--- src/rtl/mips_mem_pkg.sv ---
// Shared definitions for the memory-port arbiter: state encoding,
// full-word byte-enable constant and the default data-burst bound.
package mips_mem_pkg;

  typedef enum logic [1:0] {
    ST_IDLE  = 2'd0,
    ST_GNT_I = 2'd1,
    ST_GNT_D = 2'd2
  } arbState_e;

  localparam logic [3:0] BE_FULL = 4'b1111;

  localparam int MAX_DBURST_DEFAULT = 4;

endpackage

--- src/rtl/mem_port_arbiter_if.sv ---
// Bundle of the fetch requester, data requester and memory-side signals
// around the memory-port arbiter. The slave modport is the arbiter's view;
// the master modport is the surrounding core plus memory.
interface mem_port_arbiter_if;

  logic        ireq;
  logic [31:0] iaddr;
  logic        idone;
  logic [31:0] irdata;

  logic        dreq;
  logic        dwe;
  logic [3:0]  dbe;
  logic [31:0] daddr;
  logic [31:0] dwdata;
  logic        ddone;
  logic [31:0] drdata;

  logic        stall_f;
  logic        stall_m;

  logic        mem_req;
  logic        mem_we;
  logic [3:0]  mem_be;
  logic [31:0] mem_addr;
  logic [31:0] mem_wdata;
  logic        mem_ack;
  logic [31:0] mem_rdata;

  modport slave (
    input  ireq, iaddr, dreq, dwe, dbe, daddr, dwdata, mem_ack, mem_rdata,
    output idone, irdata, ddone, drdata, stall_f, stall_m,
    output mem_req, mem_we, mem_be, mem_addr, mem_wdata
  );

  modport master (
    output ireq, iaddr, dreq, dwe, dbe, daddr, dwdata, mem_ack, mem_rdata,
    input  idone, irdata, ddone, drdata, stall_f, stall_m,
    input  mem_req, mem_we, mem_be, mem_addr, mem_wdata
  );

endinterface

--- src/rtl/mem_port_arbiter.sv ---
// Shares one handshaked memory port between instruction fetch and the
// MEM-stage load/store unit. Data has priority; a burst counter forces a
// fetch grant after MAX_DBURST consecutive data grants while fetch waits.
module mem_port_arbiter
  import mips_mem_pkg::*;
#(
  parameter int MAX_DBURST = MAX_DBURST_DEFAULT
) (
  input logic               clk,
  input logic               reset,
  mem_port_arbiter_if.slave bus
);

  localparam int              CNT_W   = $clog2(MAX_DBURST + 1);
  localparam logic [CNT_W-1:0] MAX_CNT = CNT_W'(MAX_DBURST);

  arbState_e        state_r;
  logic             memReq_r;
  logic [CNT_W-1:0] burstCnt_r;

  logic             dataWins_s;
  logic             memWe_s;
  logic [3:0]       memBe_s;
  logic [31:0]      memAddr_s;
  logic [31:0]      memWdata_s;
  logic             iDone_s;
  logic             dDone_s;
  logic [31:0]      iRdata_s;
  logic [31:0]      dRdata_s;

  // Data wins arbitration unless fetch is waiting and the burst budget is spent.
  always_comb begin
    dataWins_s = 1'b0;
    if (bus.dreq && (!bus.ireq || (burstCnt_r < MAX_CNT))) begin
      dataWins_s = 1'b1;
    end else begin
      dataWins_s = 1'b0;
    end
  end

  // Grant FSM with registered mem_req and the fetch-starvation burst counter.
  always_ff @(posedge clk) begin
    if (reset) begin
      state_r    <= ST_IDLE;
      memReq_r   <= 1'b0;
      burstCnt_r <= '0;
    end else begin
      case (state_r)
        ST_IDLE: begin
          if (dataWins_s) begin
            state_r  <= ST_GNT_D;
            memReq_r <= 1'b1;
            if (!bus.ireq) begin
              burstCnt_r <= '0;
            end else if (burstCnt_r < MAX_CNT) begin
              burstCnt_r <= burstCnt_r + CNT_W'(1);
            end else begin
              burstCnt_r <= burstCnt_r;
            end
          end else if (bus.ireq) begin
            state_r    <= ST_GNT_I;
            memReq_r   <= 1'b1;
            burstCnt_r <= '0;
          end else begin
            state_r    <= ST_IDLE;
            memReq_r   <= 1'b0;
            burstCnt_r <= '0;
          end
        end
        ST_GNT_I, ST_GNT_D: begin
          if (bus.mem_ack) begin
            state_r  <= ST_IDLE;
            memReq_r <= 1'b0;
          end else begin
            state_r  <= state_r;
            memReq_r <= 1'b1;
          end
        end
        default: begin
          state_r    <= ST_IDLE;
          memReq_r   <= 1'b0;
          burstCnt_r <= '0;
        end
      endcase
    end
  end

  // Memory-side request mux: granted requester's fields, all zero in IDLE.
  always_comb begin
    memWe_s    = 1'b0;
    memBe_s    = 4'b0000;
    memAddr_s  = 32'h0000_0000;
    memWdata_s = 32'h0000_0000;
    case (state_r)
      ST_GNT_I: begin
        memWe_s    = 1'b0;
        memBe_s    = BE_FULL;
        memAddr_s  = bus.iaddr;
        memWdata_s = 32'h0000_0000;
      end
      ST_GNT_D: begin
        memWe_s    = bus.dwe;
        memBe_s    = bus.dbe;
        memAddr_s  = bus.daddr;
        memWdata_s = bus.dwdata;
      end
      default: begin
        memWe_s    = 1'b0;
        memBe_s    = 4'b0000;
        memAddr_s  = 32'h0000_0000;
        memWdata_s = 32'h0000_0000;
      end
    endcase
  end

  // Completion pulses and read-data return; an ack seen in IDLE is ignored.
  always_comb begin
    iDone_s  = (state_r == ST_GNT_I) && bus.mem_ack;
    dDone_s  = (state_r == ST_GNT_D) && bus.mem_ack;
    iRdata_s = 32'h0000_0000;
    dRdata_s = 32'h0000_0000;
    if (iDone_s) begin
      iRdata_s = bus.mem_rdata;
    end else begin
      iRdata_s = 32'h0000_0000;
    end
    if (dDone_s && !bus.dwe) begin
      dRdata_s = bus.mem_rdata;
    end else begin
      dRdata_s = 32'h0000_0000;
    end
  end

  assign bus.mem_req   = memReq_r;
  assign bus.mem_we    = memWe_s;
  assign bus.mem_be    = memBe_s;
  assign bus.mem_addr  = memAddr_s;
  assign bus.mem_wdata = memWdata_s;
  assign bus.idone     = iDone_s;
  assign bus.ddone     = dDone_s;
  assign bus.irdata    = iRdata_s;
  assign bus.drdata    = dRdata_s;
  assign bus.stall_f   = bus.ireq & ~iDone_s;
  assign bus.stall_m   = bus.dreq & ~dDone_s;

endmodule
--- src/flat_wrapper.sv ---
// flat-port wrapper written by rule: the top's interface ports become plain ports
module mem_port_arbiter_flat import mips_mem_pkg::*;
#(
  parameter int MAX_DBURST = MAX_DBURST_DEFAULT
)
  (clk, reset, bus_ireq, bus_iaddr, bus_dreq, bus_dwe, bus_dbe, bus_daddr, bus_dwdata, bus_mem_ack, bus_mem_rdata, bus_idone, bus_irdata, bus_ddone, bus_drdata, bus_stall_f, bus_stall_m, bus_mem_req, bus_mem_we, bus_mem_be, bus_mem_addr, bus_mem_wdata);
  mem_port_arbiter_if bus_i ();
  input logic clk;
  input logic reset;
  input wire logic [$bits(bus_i.ireq)-1:0] bus_ireq;
  input wire logic [$bits(bus_i.iaddr)-1:0] bus_iaddr;
  input wire logic [$bits(bus_i.dreq)-1:0] bus_dreq;
  input wire logic [$bits(bus_i.dwe)-1:0] bus_dwe;
  input wire logic [$bits(bus_i.dbe)-1:0] bus_dbe;
  input wire logic [$bits(bus_i.daddr)-1:0] bus_daddr;
  input wire logic [$bits(bus_i.dwdata)-1:0] bus_dwdata;
  input wire logic [$bits(bus_i.mem_ack)-1:0] bus_mem_ack;
  input wire logic [$bits(bus_i.mem_rdata)-1:0] bus_mem_rdata;
  output wire logic [$bits(bus_i.idone)-1:0] bus_idone;
  output wire logic [$bits(bus_i.irdata)-1:0] bus_irdata;
  output wire logic [$bits(bus_i.ddone)-1:0] bus_ddone;
  output wire logic [$bits(bus_i.drdata)-1:0] bus_drdata;
  output wire logic [$bits(bus_i.stall_f)-1:0] bus_stall_f;
  output wire logic [$bits(bus_i.stall_m)-1:0] bus_stall_m;
  output wire logic [$bits(bus_i.mem_req)-1:0] bus_mem_req;
  output wire logic [$bits(bus_i.mem_we)-1:0] bus_mem_we;
  output wire logic [$bits(bus_i.mem_be)-1:0] bus_mem_be;
  output wire logic [$bits(bus_i.mem_addr)-1:0] bus_mem_addr;
  output wire logic [$bits(bus_i.mem_wdata)-1:0] bus_mem_wdata;
  assign bus_i.ireq = bus_ireq;
  assign bus_i.iaddr = bus_iaddr;
  assign bus_i.dreq = bus_dreq;
  assign bus_i.dwe = bus_dwe;
  assign bus_i.dbe = bus_dbe;
  assign bus_i.daddr = bus_daddr;
  assign bus_i.dwdata = bus_dwdata;
  assign bus_i.mem_ack = bus_mem_ack;
  assign bus_i.mem_rdata = bus_mem_rdata;
  assign bus_idone = bus_i.idone;
  assign bus_irdata = bus_i.irdata;
  assign bus_ddone = bus_i.ddone;
  assign bus_drdata = bus_i.drdata;
  assign bus_stall_f = bus_i.stall_f;
  assign bus_stall_m = bus_i.stall_m;
  assign bus_mem_req = bus_i.mem_req;
  assign bus_mem_we = bus_i.mem_we;
  assign bus_mem_be = bus_i.mem_be;
  assign bus_mem_addr = bus_i.mem_addr;
  assign bus_mem_wdata = bus_i.mem_wdata;
  mem_port_arbiter #(.MAX_DBURST(MAX_DBURST)) u_core (.clk(clk), .reset(reset), .bus(bus_i));
endmodule
--- config.mk ---
export PLATFORM = sky130hd
export DESIGN_NAME = mem_port_arbiter_flat
export DESIGN_NICKNAME = d
export VERILOG_FILES = /design/src/rtl/mips_mem_pkg.sv /design/src/rtl/mem_port_arbiter_if.sv /design/src/rtl/mem_port_arbiter.sv /design/src/flat_wrapper.sv
export SDC_FILE = /design/constraint.sdc
export NUM_CORES = 1
export LEC_CHECK = 0
export ABC_CLOCK_PERIOD_IN_PS = 3900
export CORE_AREA = 3 3 106 108
export CTS_CLUSTER_DIAMETER = 40
export DETAILED_ROUTE_END_ITERATION = 8
export DIE_AREA = 0 0 109 111
export PLACE_DENSITY = 0.6
export SYNTH_ARGS = -nofsm -noshare
export SYNTH_HDL_FRONTEND = slang
export SYNTH_SLANG_ARGS = --single-unit
--- constraint.sdc ---
create_clock -name clk -period 3.9 [get_ports clk]
set_input_delay 0.39 -clock clk [delete_from_list [all_inputs] [get_ports clk]]
set_output_delay 0.39 -clock clk [all_outputs]
set_load 0.02 [all_outputs]
# --- Yosys cells after proc, flatten, opt, wreduce, memory -nomap -nowiden ---
# Index checks and enable logic that the tools add are counted.
totals:
  regBits: 6
  inputBits: 138
  output_inout_bits: 138
  wordCells: 43
op_classes:
  n_addsub: 1
  order_cmp: 1
  n_eq_ne: 4
  n_mux: 19
  bitwise_logic: 5
  reduce_logical: 10
ops:
  columns: ["operator", "n"]
  rows:
  - ["$mux W32", 3]
  - ["$pmux W32 S2", 1]
  - ["$mux W3", 3]
  - ["$pmux W4 S2", 1]
  - ["$mux W1", 6]
  - ["$pmux W3 S2", 1]
  - ["$logic_and A1 B1 Y1", 4]
  - ["$mux W2", 2]
  - ["$ne A4 B4 Y1 const B", 1]
  - ["$pmux W2 S2", 1]
  - ["$add A3 B1 Y3 const B", 1]
  - ["$lt A3 B3 Y1 const B", 1]
  - ["$not A1 Y1", 3]
  - ["$and A1 B1 Y1", 2]
  - ["$eq A2 B1 Y1 const B", 1]
  - ["$eq A2 B2 Y1 const B", 1]
  - ["$logic_not A1 Y1", 2]
  - ["$logic_not A2 Y1", 1]
  - ["$ne A2 B2 Y1 const B", 1]
  - ["$pmux W1 S2", 1]
  - ["$reduce_and A2 Y1", 1]
  - ["$reduce_or A2 Y1", 1]
  - ["$logic_or A1 B1 Y1", 1]

# --- Depth between registers and ports, before layout ---
# Gate-level depths: netlist of run 1.
depth:
  depth_word: 6
  depth_mapped: 7
  mapped_depth_nobuf: 5

# --- Least setup slack after synthesis of run 1 ---
# Ideal clock, no wire load.
synth_path:
  path_type: "register -> output"
  start: "register u_core.state_r[0]"
  end: "output bus_drdata[10]"
  arrival_ns: 1.423
  t_required_ns: 3.510
  setup_slack_ns: 2.087
  stages_incl_launch_ff: 8
  path_buffers: 2
  path_cell_list: "dfxtp_1 inv_1 ha_1 buf_2 and2_4 and2b_4 buf_6 and2_1"
synth_via:
  elab_chain_cells: 4
synth_lines:
  columns: ["element", "line", "source"]
  rows:
  - ["start, declared", "mem_port_arbiter.sv:17", "arbState_e state_r;"]
  - ["start signal, assigned", "mem_port_arbiter.sv:75", "state_r <= state_r;"]
  - ["$eq A2 B2 Y1", "mem_port_arbiter.sv:119", "dDone_s = (state_r == ST_GNT_D) && bus.mem_ack;"]
  - ["$logic_and A1 B1 Y1", "mem_port_arbiter.sv:119", null]
  - ["via bus_ddone", "flat_wrapper.sv:21", "output wire logic [$bits(bus_i.ddone)-1:0] bus_ddone;"]
  - ["$logic_and A1 B1 Y1", "mem_port_arbiter.sv:127", "if (dDone_s && !bus.dwe) begin"]
  - ["$mux W32", "mem_port_arbiter.sv:127", null]
  - ["end, declared", "flat_wrapper.sv:22", "output wire logic [$bits(bus_i.drdata)-1:0] bus_drdata;"]
# The timed path passes the listed nets, and every way through them passes these cells.

# --- Final worst setup path of run 1 ---
layout_path:
  start: "register u_core.state_r[1]"
  end: "output bus_mem_addr[31]"
layout_via:
  elab_chain_cells: 2
  word_cells_on_any_way: 3
  classes_between: "eq/ne: 2; mux: 1"
layout_lines:
  columns: ["element", "line", "source"]
  rows:
  - ["$eq A2 B2 Y1 / $eq A2 B1 Y1 (equally long branches)", "mem_port_arbiter.sv:94", "case (state_r)"]
  - ["$pmux W32 S2 *", "mem_port_arbiter.sv:94", null]
  - ["end, declared", "flat_wrapper.sv:28", "output wire logic [$bits(bus_i.mem_addr)-1:0] bus_mem_addr;"]
# Mark *: on every way between the ends. The rest lies on a longest branch, timed or not.

==> results of run 1 <==
kinds of logic (layout without fill, tap and decap cells):
family,Yosys count,after routing
adders and majority gates,5,5
buffers and inverters,29,285
DFF,6,6
and+or+nand+nor,151,151
AOI/OAI and AO/OA,44,44
cells in the final DEF, fill, tap and decap left out, drive strengths merged:
| cell | count |
|---|---|
| nand2 | 5 |
| nor2 | 2 |
| nor3b | 1 |
| a21oi | 8 |
| clkdlybuf4s50 | 275 |
| nor4b | 1 |
| nand2b | 1 |
| a32oi | 1 |
| nor2b | 38 |
| inv | 3 |
| o2111ai | 1 |
| o21ai | 1 |
| nand4 | 3 |
| clkbuf | 3 |
| and2 | 67 |
| and2b | 1 |
| a211oi | 1 |
| buf | 4 |
| ha | 5 |
| a22oi | 32 |
| and3 | 32 |
| dfxtp | 6 |
cells in the mapped netlist (all sizes together):
cell type | count | share of area (%)
a211oi | 1 | 0.48
a21oi | 8 | 2.5
a22oi | 32 | 15
a32oi | 1 | 0.56
and2 | 67 | 27
and2b | 1 | 0.64
and3 | 32 | 13
buf | 11 | 4.7
clkbuf | 15 | 3.6
dfxtp | 6 | 7.6
ha | 5 | 4.0
inv | 3 | 0.72
nand2 | 5 | 1.2
nand2b | 1 | 0.40
nand4 | 3 | 1.2
nor2 | 2 | 0.48
nor2b | 38 | 15
nor3b | 1 | 0.48
nor4b | 1 | 0.56
o2111ai | 1 | 0.56
o21ai | 1 | 0.32
power groups by stage:
stage / Combinational [mW] / Sequential, mW / Clock, mW
floorplan: 0.165 / 0.0693 / 0
global route: 0.449 / 0.0679 / 0.0992
finish: 0.418 / 0.0673 / 0.0930
CTS: 0.423 / 0.0673 / 0.0971
global placement: 0.419 / 0.0680 / 0
detailed placement: 0.421 / 0.0683 / 0
worst paths after layout:
kind                                  endpoint  cells past startpoint
min          u_core.burstCnt_r[1]$_SDFFE_PP0P_                      2
min reg2reg  u_core.burstCnt_r[1]$_SDFFE_PP0P_                      2
max                           bus_mem_addr[31]                      4
max reg2reg     u_core.state_r[0]$_SDFFE_PP0P_                      5
sequential cells by signal, summed over array words and instances (netlist names):
name / count
u_core.burstCnt_r: 3
u_core.bus.mem_req: 1
u_core.state_r: 2
area by class of cell:
type                       count  area share (%)
clock buffer                   3           0.927
inverter                       3           0.253
multi-input combinational    200            29.5
sequential                     6            2.70
tap                          136            3.82
timing repair buffer         279            62.8
layer usage:
metal	part of all wire, %	GRT usage [%]	vias to the layer above
li1	-	-	1316
met1	31	13.1	1163
met2	54	29.6	172
met3	14	4.78	6
met4	0.72	2.53	0
met5	0	0	-
worst min-delay path, delay by kind of cell, from the launching register on:
| family | cells | cell delay, ps |
|---|---|---|
| DFF | 1 | 310 |
| and+or+nand+nor | 1 | 60 |
| AOI/OAI and AO/OA | 1 | 50 |
through the flow:
step	setup slack (ps)	hold WS [ps]
floorplan	2090	434
CTS	831	473
detailed placement	1040	468
finish	916	467
global route	673	510
global placement	1060	448
==> reports/results.ini, run 1 <==
[status]
status = complete, no violations

[synthesis]
yosysWarnings = 0
synth.distinct_cells = 23
synth_area_mm2 = 0.00157
synthXorXnorAreaFrac_pct = 0
avgSynthCellArea_um2 = 6.69
synthMuxAreaShare_pct = 0
syn_inst = 235
synth_compound_area_share_pct = 19.7
ys_seq_area_share_pct = 7.64
synth_fa_ha_area_share_pct = 3.98
synth-simple-area-share_pct = 59.6
synth_top_family_by_area = simple AND/OR/NAND/NOR gates
synth-seq-cells = 6
synthesis.nets = 378

[sta]
max_freq_mhz = 335
period_share_pct = 76.5
tns_ps = 0
report.final.slew_viol_count = 0
setup_viol = 0
worstMarginPinSlew_ps = 1120
slew_headroom_pct = 25.1
clock_skew_ps = 1.41
finalHoldViolations = 0
min_period_ps = 2980
rsz0062_at_grt = false

[routing]
vias_per_cell = 4.24
drtPass1Iterations = 4
drc = 0
postRouteAntennaNets = 0
drt_wl_total_um = 9540
wl_per_cell_um = 15.2
drt-initial-drc-count = 151
via_count = 2657

[pwr]
clkPwrFrac_pct = 16.1
power_mw = 0.578
vdd_drop_max_v = 0.0000834
powerDensity_mw_per_mm2 = 130
p_leak_nw = 1.66
seqPwrFrac_pct = 11.6
intPower_mw = 0.378
sw_frac_of_total_pct = 34.6
comb_power_share_pct = 72.3
power_switching_mw = 0.200

[floorplanning]
io_pins = 276
die_area_mm2 = 0.0121
die_h_um = 111
die_w_um = 109
initial_core_util_pct = 15.2
coreArea_mm2 = 0.0103
num_rows = 37

[global_routing]
gr-usage-all-layers_pct = 14.4
grt_start_max_net_pins = 44
grt.overflow.total = 0
grt_pass1_wl_um = 14100
antenna_found_initial = 0
grt_pass1_vias = 2697

[setup_path]
worst_path_max_delay_cell = ha_1
r2r_setup_slack_ps = 1830
cp.arrival_ps = 2590
worstSetupStartpointType = flop
timing.rr.start = u_core.state_r[1]$_SDFFE_PP0P_
cp.required_ps = 3510
end_kind = output pin
critPathMaxFanout = 43
crit_chain = inv_1, ha_1, nor2b_1, clkdlybuf4s50_1
critPathKind = flop to output pin
critPathLaunch = u_core.state_r[1]$_SDFFE_PP0P_
critPathTopFamily = adder cells
critPathBufInv = 2
cpPeakStageDelay_ps = 1030

[run]
drv_cap = 0

[clock_tree]
root_buffer = clkbuf_8
cts.sinks = 6
clk_latency_ps = 220
cts-resized-gates = 0
cts_buffer_depth = 2
cts_tree = done
cts_setup_buffers = 0
clk_pin_slew_ps = 40
holdBufCountCts = 0
cts_buffers = 3
htreeDepth = 1

[layout]
fillCellCount = 1030
fin_nets = 636
area_growth_pct = 183
multi_input_area_mm2 = 0.00132
final_cells = 627
ff_latch_area_um2 = 120
utilization_pct = 43.1
fin_area_mm2 = 0.00445
antenna_cells = 0
drive_gt1_share_pct = 2.24

[min_path]
hp-class = flop to flop
min_from = u_core.burstCnt_r[1]$_SDFFE_PP0P_

[placed_design]
portBuffers = 275
gp_congestion = 0.795
dpl.hpwl_um = 7920
post-place-cells = 624
dpl-instance-area_mm2 = 0.00441

No activity file was read; power rests on OpenSTA's default activity.
==> inputs of run 2 (changes only) <==
ABC_CLOCK_PERIOD_IN_PS = 3000   (was 3900)
CORE_AREA = 3 3 105 107   (was 3 3 106 108)
DIE_AREA = 0 0 108 110   (was 0 0 109 111)
PLACE_DENSITY = 0.61   (was 0.6)
clock period = 3 ns   (was 3.9 ns; I/O delays follow)
==> run 2 against run 1 <==
Effect of this change:
- global-route usage decreased by 0.31 points
- count of clock-buffer cells in the layout unchanged
- cell area increased by 0.90%
- register-to-register slack got worse by 430 ps
- worst hold slack improved by 18 ps
- sequential share of layout area about the same
- sequential cell count unchanged
- non-clock buffer count increased by 2
- routed wire length increased by 1.6%
==> reports/results.ini, run 2 (same netlist as run 1, synthesis figures left out) <==
[status]
status = complete, no violations  ; unchanged

[clock_tree]
cts_setup_buffers = 0  ; unchanged
cts_tree = done  ; unchanged
cts_buffers = 3  ; unchanged
clk_pin_slew_ps = 30  ; was 40 ps
cts.sinks = 6  ; unchanged
clk_latency_ps = 220  ; about the same
htreeDepth = 1  ; unchanged
cts-resized-gates = 0  ; unchanged
holdBufCountCts = 0  ; unchanged
root_buffer = clkbuf_8  ; unchanged
cts_buffer_depth = 2  ; unchanged

[sta]
finalHoldViolations = 0  ; unchanged
slew_headroom_pct = 72.9  ; was 25.1%
clock_skew_ps = 1.24  ; was 1.41 ps
period_share_pct = 85.7
min_period_ps = 2570
rsz0062_at_grt = false  ; unchanged
max_freq_mhz = 389
report.final.slew_viol_count = 0  ; unchanged
setup_viol = 0  ; unchanged
worstMarginPinSlew_ps = 406  ; was 1120 ps
tns_ps = 0  ; unchanged

[routing]
postRouteAntennaNets = 0  ; unchanged
vias_per_cell = 4.26  ; was 4.24
drtPass1Iterations = 4  ; unchanged
wl_met1_um = 3440  ; was 2970 um
drt_wl_total_um = 9690  ; was 9540 um
wl_per_cell_um = 15.4  ; was 15.2 um
wl_met2_um = 5010  ; was 5180 um
dr_wl_met3_um = 1170  ; was 1320 um
maxUsedRoutingLayer = met4  ; unchanged
drt-initial-drc-count = 171  ; was 151
drc = 0  ; unchanged
via_count = 2682  ; was 2,657

[layout]
antenna_cells = 0  ; unchanged
area_growth_pct = 186  ; was 183%
ff_latch_area_um2 = 120  ; unchanged
largest_register = u_core.burstCnt_r  ; unchanged
largest_reg_flops = 3  ; unchanged
final_cells = 629  ; was 627
fin_nets = 638  ; was 636
final_common_cell = clkdlybuf4s50_1  ; unchanged
final_cell_mix = clkdlybuf4s50_1, and2_1, nor2b_1, a22oi_1, and3_1  ; unchanged
fillCellCount = 1038  ; was 1,030
multi_input_area_mm2 = 0.00132  ; unchanged
drive_gt1_share_pct = 2.64  ; was 2.24%

[run]
drv_cap = 0  ; unchanged

[floorplanning]
num_rows = 37  ; unchanged
die_w_um = 108  ; was 109 um
die_h_um = 110  ; was 111 um
die_area_mm2 = 0.0119  ; was 0.0121 mm2
initial_core_util_pct = 15.4  ; was 15.2%
io_pins = 276  ; unchanged
coreArea_mm2 = 0.0102  ; was 0.0103 mm2

[setup_path]
end_kind = output pin  ; unchanged
critPathTopFamily = buffers and inverters  ; was adder cells
critPathBufInv = 3  ; was 2
r2r_setup_slack_ps = 1400  ; was 1830 ps
critPathKind = flop to output pin  ; unchanged
cp.required_ps = 2700  ; was 3510 ps
worstSetupStartpointType = flop  ; unchanged
worst_path_max_delay_cell = clkdlybuf4s50_1  ; was ha_1
cpPeakStageDelay_ps = 630  ; was 1030 ps
cp.arrival_ps = 2270  ; was 2590 ps
crit_chain = inv_1, ha_1, buf_4, nor2b_1, clkdlybuf4s50_1  ; was inv_1, ha_1, nor2b_1, clkdlybuf4s50_1
critPathMaxFanout = 11  ; was 43

[global_routing]
grt_pass1_vias = 2572  ; was 2,697
antenna_found_initial = 0  ; unchanged
grt_start_max_net_pins = 70  ; was 44
grt_pass1_wl_um = 13500  ; was 14,100 um
grt.overflow.total = 0  ; unchanged
gr-usage-all-layers_pct = 14.1  ; was 14.4%

[pwr]
vdd_drop_max_v = 0.000109  ; was 0.0000834 V
powerDensity_mw_per_mm2 = 169  ; was 130 mW/mm2
p_leak_nw = 1.67  ; was 1.66 nW

[placed_design]
dpl.hpwl_um = 8170  ; was 7920 um
gp_congestion = 0.723  ; was 0.795
portBuffers = 275  ; unchanged
post-place-cells = 626  ; was 624

[min_path]
hp-class = flop to flop  ; unchanged

## run 2: worst min-delay path: stages (launching register included)
cell and delay, ps:
dfxtp_1 300, nand2_1 60, a21oi_1 60
## run 2: stage by stage
step	power (mW)	util [%]	hold WS (ps)	area, um2	setup WS, ps
detailed placement	0.651	43.5	476	4450	598
finish	0.761	43.9	484	4490	428
global route	0.811	43.9	500	4490	274
CTS	0.774	43.9	492	4490	364
floorplan	0.305	-	369	1570	1280
global placement	0.648	43.5	451	4450	649
## run 2: path summary, 6_finish.rpt
path / cells after the start / endpoint / startpoint
setup / recovery: 5 / bus_mem_addr[17] / u_core.state_r[0]$_SDFFE_PP0P_
hold / removal: 2 / u_core.burstCnt_r[1]$_SDFFE_PP0P_ / u_core.burstCnt_r[1]$_SDFFE_PP0P_
setup reg to reg: 5 / u_core.burstCnt_r[2]$_SDFFE_PP0P_ / u_core.state_r[0]$_SDFFE_PP0P_
hold reg to reg: 2 / u_core.burstCnt_r[1]$_SDFFE_PP0P_ / u_core.burstCnt_r[1]$_SDFFE_PP0P_
## run 2: metal layers
metal | global-route usage, % | vias up
li1 | - | 1322
met1 | 15.4 | 1185
met2 | 27.5 | 171
met3 | 3.84 | 4
met4 | 1.89 | 0
met5 | 0 | -
## run 2: final cells by class
cell class	count	area share, %
repair buffers	281	63.1
multi-input cells	200	29.3
well taps	136	3.79
flip-flops and latches	6	2.67
clock buffers	3	0.919
inverters	3	0.251
## run 2: power breakdown
part | switching [mW] | internal [mW]
sequential | 0.00315 | 0.0846
combinational | 0.225 | 0.330
clock | 0.0319 | 0.0859
